$ cat src/rtl/uart_pkg.sv
// Shared definitions for the UART receiver: APB register offsets, STATUS bit
// positions and the receiver FSM encoding.
package uart_pkg;

    localparam logic [3:0] RXDATA_OFS = 4'h0;
    localparam logic [3:0] STATUS_OFS = 4'h4;

    localparam int STAT_NOT_EMPTY = 0;
    localparam int STAT_FULL      = 1;
    localparam int STAT_OVERRUN   = 2;
    localparam int STAT_FRAME_ERR = 3;

    typedef enum logic [1:0] {
        S_IDLE  = 2'd0,
        S_START = 2'd1,
        S_DATA  = 2'd2,
        S_STOP  = 2'd3
    } rx_state_e;

endpackage

$ cat src/rtl/uart_rx_fifo.sv
// Synchronous FIFO with extra-MSB pointers; push on full succeeds only when a
// pop happens in the same cycle, pop on empty is ignored.
module uart_rx_fifo #(
    parameter int WIDTH = 8,
    parameter int DEPTH = 8
) (
    input  logic             clk,
    input  logic             rst_n,
    input  logic             push,
    input  logic             pop,
    input  logic [WIDTH-1:0] din,
    output logic [WIDTH-1:0] dout,
    output logic             full,
    output logic             empty
);

    localparam int AW = $clog2(DEPTH);
    localparam logic [AW:0] FULL_DIFF = {1'b1, {AW{1'b0}}};

    logic [AW:0]      wr_ptr_q, wr_ptr_d;
    logic [AW:0]      rd_ptr_q, rd_ptr_d;
    logic [WIDTH-1:0] mem_q [DEPTH];
    logic             do_push, do_pop;

    assign empty   = (wr_ptr_q == rd_ptr_q);
    assign full    = ((wr_ptr_q ^ rd_ptr_q) == FULL_DIFF);
    assign do_pop  = pop & ~empty;
    assign do_push = push & (~full | do_pop);

    assign wr_ptr_d = do_push ? wr_ptr_q + 1'b1 : wr_ptr_q;
    assign rd_ptr_d = do_pop  ? rd_ptr_q + 1'b1 : rd_ptr_q;
    assign dout     = mem_q[rd_ptr_q[AW-1:0]];

    always_ff @(posedge clk or negedge rst_n) begin
        if (!rst_n) begin
            wr_ptr_q <= '0;
            rd_ptr_q <= '0;
        end else begin
            wr_ptr_q <= wr_ptr_d;
            rd_ptr_q <= rd_ptr_d;
        end
    end

    // Storage needs no reset: empty pointers hide stale contents.
    always_ff @(posedge clk) begin
        if (do_push) begin
            mem_q[wr_ptr_q[AW-1:0]] <= din;
        end
    end

endmodule

$ cat src/rtl/uart_rx_apb.sv
// APB-slave 8N1 UART receiver with receive FIFO and sticky error bits.
// Optional registered interrupt enabled by defining UART_RX_IRQ_EN.
module uart_rx_apb #(
    parameter int CLKS_PER_BIT = 16,
    parameter int FIFO_DEPTH   = 8
) (
    input  logic        clk,
    input  logic        rst_n,
    input  logic        psel,
    input  logic        penable,
    input  logic [31:0] paddr,
    input  logic        pwrite,
    input  logic [31:0] pwdata,
    output logic [31:0] prdata,
    output logic        pready,
    input  logic        rx,
    output logic        irq
);
    import uart_pkg::*;

    // state   | meaning
    // IDLE    | waiting for falling edge on synchronised rx
    // START   | half-bit wait, confirm start bit still low
    // DATA    | sample 8 data bits LSB first, one per bit period
    // STOP    | sample stop bit, push byte or flag frame error
    localparam int CW = (CLKS_PER_BIT > 2) ? $clog2(CLKS_PER_BIT) : 1;
    localparam logic [CW-1:0] CNT_FULL = CW'(CLKS_PER_BIT - 1);
    localparam logic [CW-1:0] CNT_HALF = CW'(CLKS_PER_BIT / 2 - 1);

    logic            rx_s1_q, rx_s2_q, rx_prev_q;
    rx_state_e       state_q;
    logic [CW-1:0]   cnt_q;
    logic [2:0]      bit_cnt_q;
    logic [7:0]      shift_q;
    logic            overrun_q, overrun_d;
    logic            frame_err_q, frame_err_d;

    logic            stop_tick, push, ferr_set, ovr_set;
    logic            access, rd_rxdata, wr_status, pop;
    logic [1:0]      reg_sel;
    logic [7:0]      fifo_dout;
    logic            fifo_full, fifo_empty;
    logic [31:0]     status_w;
    logic            unused_bits;

    always_ff @(posedge clk or negedge rst_n) begin
        if (!rst_n) begin
            rx_s1_q   <= 1'b1;
            rx_s2_q   <= 1'b1;
            rx_prev_q <= 1'b1;
        end else begin
            rx_s1_q   <= rx;
            rx_s2_q   <= rx_s1_q;
            rx_prev_q <= rx_s2_q;
        end
    end

    always_ff @(posedge clk or negedge rst_n) begin
        if (!rst_n) begin
            state_q   <= S_IDLE;
            cnt_q     <= '0;
            bit_cnt_q <= '0;
            shift_q   <= '0;
        end else begin
            case (state_q)
                S_IDLE: begin
                    if (!rx_s2_q && rx_prev_q) begin
                        state_q   <= S_START;
                        cnt_q     <= CNT_HALF;
                        bit_cnt_q <= '0;
                    end
                end
                S_START: begin
                    if (cnt_q == '0) begin
                        if (!rx_s2_q) begin
                            state_q <= S_DATA;
                            cnt_q   <= CNT_FULL;
                        end else begin
                            state_q <= S_IDLE;
                        end
                    end else begin
                        cnt_q <= cnt_q - 1'b1;
                    end
                end
                S_DATA: begin
                    if (cnt_q == '0) begin
                        shift_q <= {rx_s2_q, shift_q[7:1]};
                        cnt_q   <= CNT_FULL;
                        if (bit_cnt_q == 3'd7) begin
                            state_q <= S_STOP;
                        end else begin
                            bit_cnt_q <= bit_cnt_q + 1'b1;
                        end
                    end else begin
                        cnt_q <= cnt_q - 1'b1;
                    end
                end
                S_STOP: begin
                    if (cnt_q == '0) begin
                        state_q <= S_IDLE;
                    end else begin
                        cnt_q <= cnt_q - 1'b1;
                    end
                end
                default: state_q <= S_IDLE;
            endcase
        end
    end

    // Push is decoded straight from the stop sample so the byte lands one
    // edge after the synchroniser delivers the stop bit.
    assign stop_tick = (state_q == S_STOP) && (cnt_q == '0);
    assign push      = stop_tick & rx_s2_q;
    assign ferr_set  = stop_tick & ~rx_s2_q;

    assign access    = psel & penable;
    assign reg_sel   = paddr[3:2];
    assign rd_rxdata = access & ~pwrite & (reg_sel == RXDATA_OFS[3:2]);
    assign wr_status = access &  pwrite & (reg_sel == STATUS_OFS[3:2]);
    assign pop       = rd_rxdata;
    assign ovr_set   = push & fifo_full & ~pop;

    uart_rx_fifo #(
        .WIDTH (8),
        .DEPTH (FIFO_DEPTH)
    ) u_fifo (
        .clk   (clk),
        .rst_n (rst_n),
        .push  (push),
        .pop   (pop),
        .din   (shift_q),
        .dout  (fifo_dout),
        .full  (fifo_full),
        .empty (fifo_empty)
    );

    // Set events take priority over a same-cycle W1C.
    assign overrun_d   = ovr_set  | (overrun_q   & ~(wr_status & pwdata[STAT_OVERRUN]));
    assign frame_err_d = ferr_set | (frame_err_q & ~(wr_status & pwdata[STAT_FRAME_ERR]));

    always_ff @(posedge clk or negedge rst_n) begin
        if (!rst_n) begin
            overrun_q   <= 1'b0;
            frame_err_q <= 1'b0;
        end else begin
            overrun_q   <= overrun_d;
            frame_err_q <= frame_err_d;
        end
    end

    always_comb begin
        status_w                 = '0;
        status_w[STAT_NOT_EMPTY] = ~fifo_empty;
        status_w[STAT_FULL]      = fifo_full;
        status_w[STAT_OVERRUN]   = overrun_q;
        status_w[STAT_FRAME_ERR] = frame_err_q;
    end

    always_comb begin
        prdata = '0;
        if (access && !pwrite) begin
            if (reg_sel == RXDATA_OFS[3:2]) begin
                prdata = fifo_empty ? 32'h0 : {24'h0, fifo_dout};
            end else if (reg_sel == STATUS_OFS[3:2]) begin
                prdata = status_w;
            end
        end
    end

    assign pready      = 1'b1;
    assign unused_bits = ^{paddr[31:4], paddr[1:0], pwdata[31:4], pwdata[1:0]};

`ifdef UART_RX_IRQ_EN
    logic irq_q;

    always_ff @(posedge clk or negedge rst_n) begin
        if (!rst_n) begin
            irq_q <= 1'b0;
        end else begin
            irq_q <= ~fifo_empty | overrun_q | frame_err_q;
        end
    end

    assign irq = irq_q;
`else
    assign irq = 1'b0;
`endif

endmodule

$ cat config.mk
export PLATFORM = sky130hd
export DESIGN_NAME = uart_rx_apb
export DESIGN_NICKNAME = d
export VERILOG_FILES = /design/src/rtl/uart_pkg.sv /design/src/rtl/uart_rx_fifo.sv /design/src/rtl/uart_rx_apb.sv
export SDC_FILE = /design/constraint.sdc
export NUM_CORES = 1
export LEC_CHECK = 0
export ABC_AREA = 0
export BUFFER_PORTS_ARGS = -buffer_cell sky130_fd_sc_hd__buf_2
export CORE_ASPECT_RATIO = 1.75
export CORE_UTILIZATION = 53
export DETAILED_ROUTE_END_ITERATION = 8
export PLACE_DENSITY_LB_ADDON = 0.2
export SYNTH_ARGS = -nofsm -noshare
export SYNTH_HDL_FRONTEND = slang
export SYNTH_SLANG_ARGS = --single-unit
$ cat constraint.sdc
create_clock -name clk -period 3.1 [get_ports clk]
set_clock_uncertainty 0.1 [all_clocks]
set_input_delay 0.31 -clock clk [delete_from_list [all_inputs] [get_ports clk]]
set_output_delay 0.31 -clock clk [all_outputs]
set_load 0.02 [all_outputs]
==> metrics <==
DR vias=2310; TNS Setup=0 ns; half-perimeter wire length after placement=5.07 mm; commonest non-fill, non-tap cell in the layout=edfxtp_1; syn avg cell area=between 15 and 20 um^2; wire per inst=18.3 um; maximum vdd drop=0.471 mV; Tightest Pin Transition=0.733 ns; Final min period=2.63 ns; Reg clk slew, reported paths=0.06 ns; largest fanout on the critical path=6; I/O Pins=104; vias in the first global route=2379; CTS tree=built; Remaining DRCs=0; row cnt=43; H-Tree Depth=3; Final Cycle Share=84.8%; clk_lat worst skew=0.33 ns; port bufs=17; Core Area=7910 um^2; Data required, critical path=3.04 ns; DRT Pass-1 Iters=4; post-route insts no fill=408; nets=393; antenna violations before repair=0; status=completed; Yosys reg bits=94; Clock Tree Root=clkbuf_16; flop-to-flop setup slack=roughly 0.47 ns; CTS resizes=0; Seq/Total Area, Yosys=between 60% and 70%; Synth Cell Area=4340 um^2; Top FF cell, synth=edfxtp_1; PD cells=681 nW/um^2; RSZ-0062 raised after global routing=no; Fillers=around 610; gp weighted congestion=0.746; die height=122 um; EDFF count, synth=64; fmax=0.380 GHz; top post-synthesis cells by area=edfxtp_1 (44%), dfrtp_1 (16%), mux4_2 (6.2%), buf_4 (4.7%), ha_1 (2.9%); GRT Total Usage=between 10% and 20%; first-pass GRT wire length=approximately 12 mm; reg-to-reg startpoint=cnt_q[0]; CTS Buf Count=9; Yosys cell types=48; Die Area=8560 um^2; Hold Path Origin=pwdata[2]; Layout Cell Area excl Fill=4800 um^2; antenna fix cells=0; P_leak=1.88 nW; Vias/cell=between 5 and 6; Placed Cells=390; Setup Viol. Count Final=0; Hold Crit Class=input port to flop; Max-Cap Viols=0; Initial DRC Count=100; Startpoint Class=flop; gr ovfl total=0; crit path kind=flop to flop; Slew HR=51.2%; Hold Crit Endpoint=overrun_q; Critical Path AT=2.57 ns; Max clock buf depth=2; Worst Hold Depth=3; Yosys top cell area share=44.3%; Critical Path End Type=flop; asr flop ratio synth=31.9%; Slew Limit Fails=0; clock sink count=94; Area Overhead vs Synth=10.7%; share of layout cells above drive strength 1=25.5%; Cell Area, Placed=4460 um^2; largest area contributor in the netlist=edfxtp_1; cell count after synthesis=approximately 280; final hold slack=0.178 ns; ANT nets after route=0; largest net degree at the start of global routing=31; Final Hold Viols=0; Post-Route WL=~7.5 mm; Die Wd=70.4 um; Initial Util=54.8%; most frequent cells in the layout=edfxtp_1 (64), dfrtp_1 (27), conb_1 (26); Critical R2R Capture=u_fifo.mem_q[1][5]; Reg2Reg Depth=7; count of warnings emitted by yosys=0; final core utilization=60.7%
[state kept, by name, indices dropped and copies added (netlist names), named ones only]
name / flops
u_fifo.wr_ptr_q: 4
cnt_q: 4
u_fifo.rd_ptr_q: 4
rx_prev_q: 1
rx_s1_q: 1
u_fifo.mem_q: 64
overrun_q: 1
frame_err_q: 1
rx_s2_q: 1
shift_q: 8
bit_cnt_q: 3
state_q: 1
[cells in the mapped netlist (3+ instances only)]
library cell  number
a21oi_1            3
and3_1             3
buf_2              5
buf_4             27
dfrtp_1           27
dfstp_2            3
edfxtp_1          64
ha_1              10
inv_1              7
mux2_2             8
mux2i_1            9
mux4_1             4
mux4_2            12
nand2_1           11
nand2b_1           4
nand3_1            6
nor2_1            11
nor2b_1            4
nor3_1             8
o211ai_1           5
o21ai_0            5
o21ai_1            3
xnor2_1            7
xnor2_2            3
[power by group]
part | leakage [nW] | internal, mW | switching, mW
clock network | 0.152 | 0.704 | 0.429
registers | 0.965 | 1.41 | 0.0956
logic | 0.764 | 0.290 | 0.335
total | 1.88 | 2.41 | 0.860
[cell type report]
type	instances	area, um^2	area share, %
clock buffer	10	229	4.77
sequential	94	2680	55.8
inverter	7	26.3	0.547
tap	90	113	2.35
clock inverter	6	86.3	1.80
multi-input combinational	170	1470	30.7
timing repair buffer	31	195	4.07
[stage by stage]
step	worst slack, ns	total power [mW]
after global routing	0.338	3.43
final	0.470	3.27
after floorplan	0.483	2.05
after detailed placement	0.504	2.16
after global placement	0.531	2.14
after CTS	0.453	3.31
[routing by layer]
layer | vias up | global-route usage (%) | wire [um]
li1 | 1075 | - | -
met1 | 1160 | 21.8 | 2830
met2 | 58 | 35.7 | 4080
met3 | 17 | 3.97 | 307
met4 | 0 | 11.1 | 239
met5 | - | 0 | 0
[cells by family (layout without fill, tap and decap cells)]
| group | Yosys count | in the layout | synth area share [%] |
|---|---|---|---|
| simple gates | 60 | 60 | 7.91 |
| buf+inv | 42 | 54 | 6.49 |
| compound gates | 29 | 29 | 4.76 |
| flops | 94 | 94 | 61.7 |
| xor+xnor | 10 | 10 | 2.54 |
| other cells | 2 | 26 | 0.173 |
| mux | 35 | 35 | 13.5 |
| fa+ha+maj | 10 | 10 | 2.89 |
[how the worst max path moves through the flow]
stage	from	endpoint
global placement	cnt_q[0]	u_fifo.mem_q[1][5]
finish	cnt_q[0]	u_fifo.mem_q[1][5]
CTS	cnt_q[0]	u_fifo.mem_q[1][2]
detailed placement	cnt_q[0]	u_fifo.mem_q[1][4]
global route	cnt_q[0]	u_fifo.mem_q[1][2]
floorplan	cnt_q[0]	u_fifo.mem_q[0][0]
[worst max-delay path: stages, from the launching register on]
cell	delay, ns
dfrtp_1	0.43
inv_1	0.08
ha_1	0.24
nor3b_2	0.33
and3_1	0.36
o21ai_2	0.17
nor3_1	0.35
buf_4	0.25
[timing repair]
action                    in CTS  in global routing
setup buffers                  0                  0
hold buffers                   2                  0
hold endpoints to repair      28                  0
Note: power is estimated with default switching activity, not from simulation.
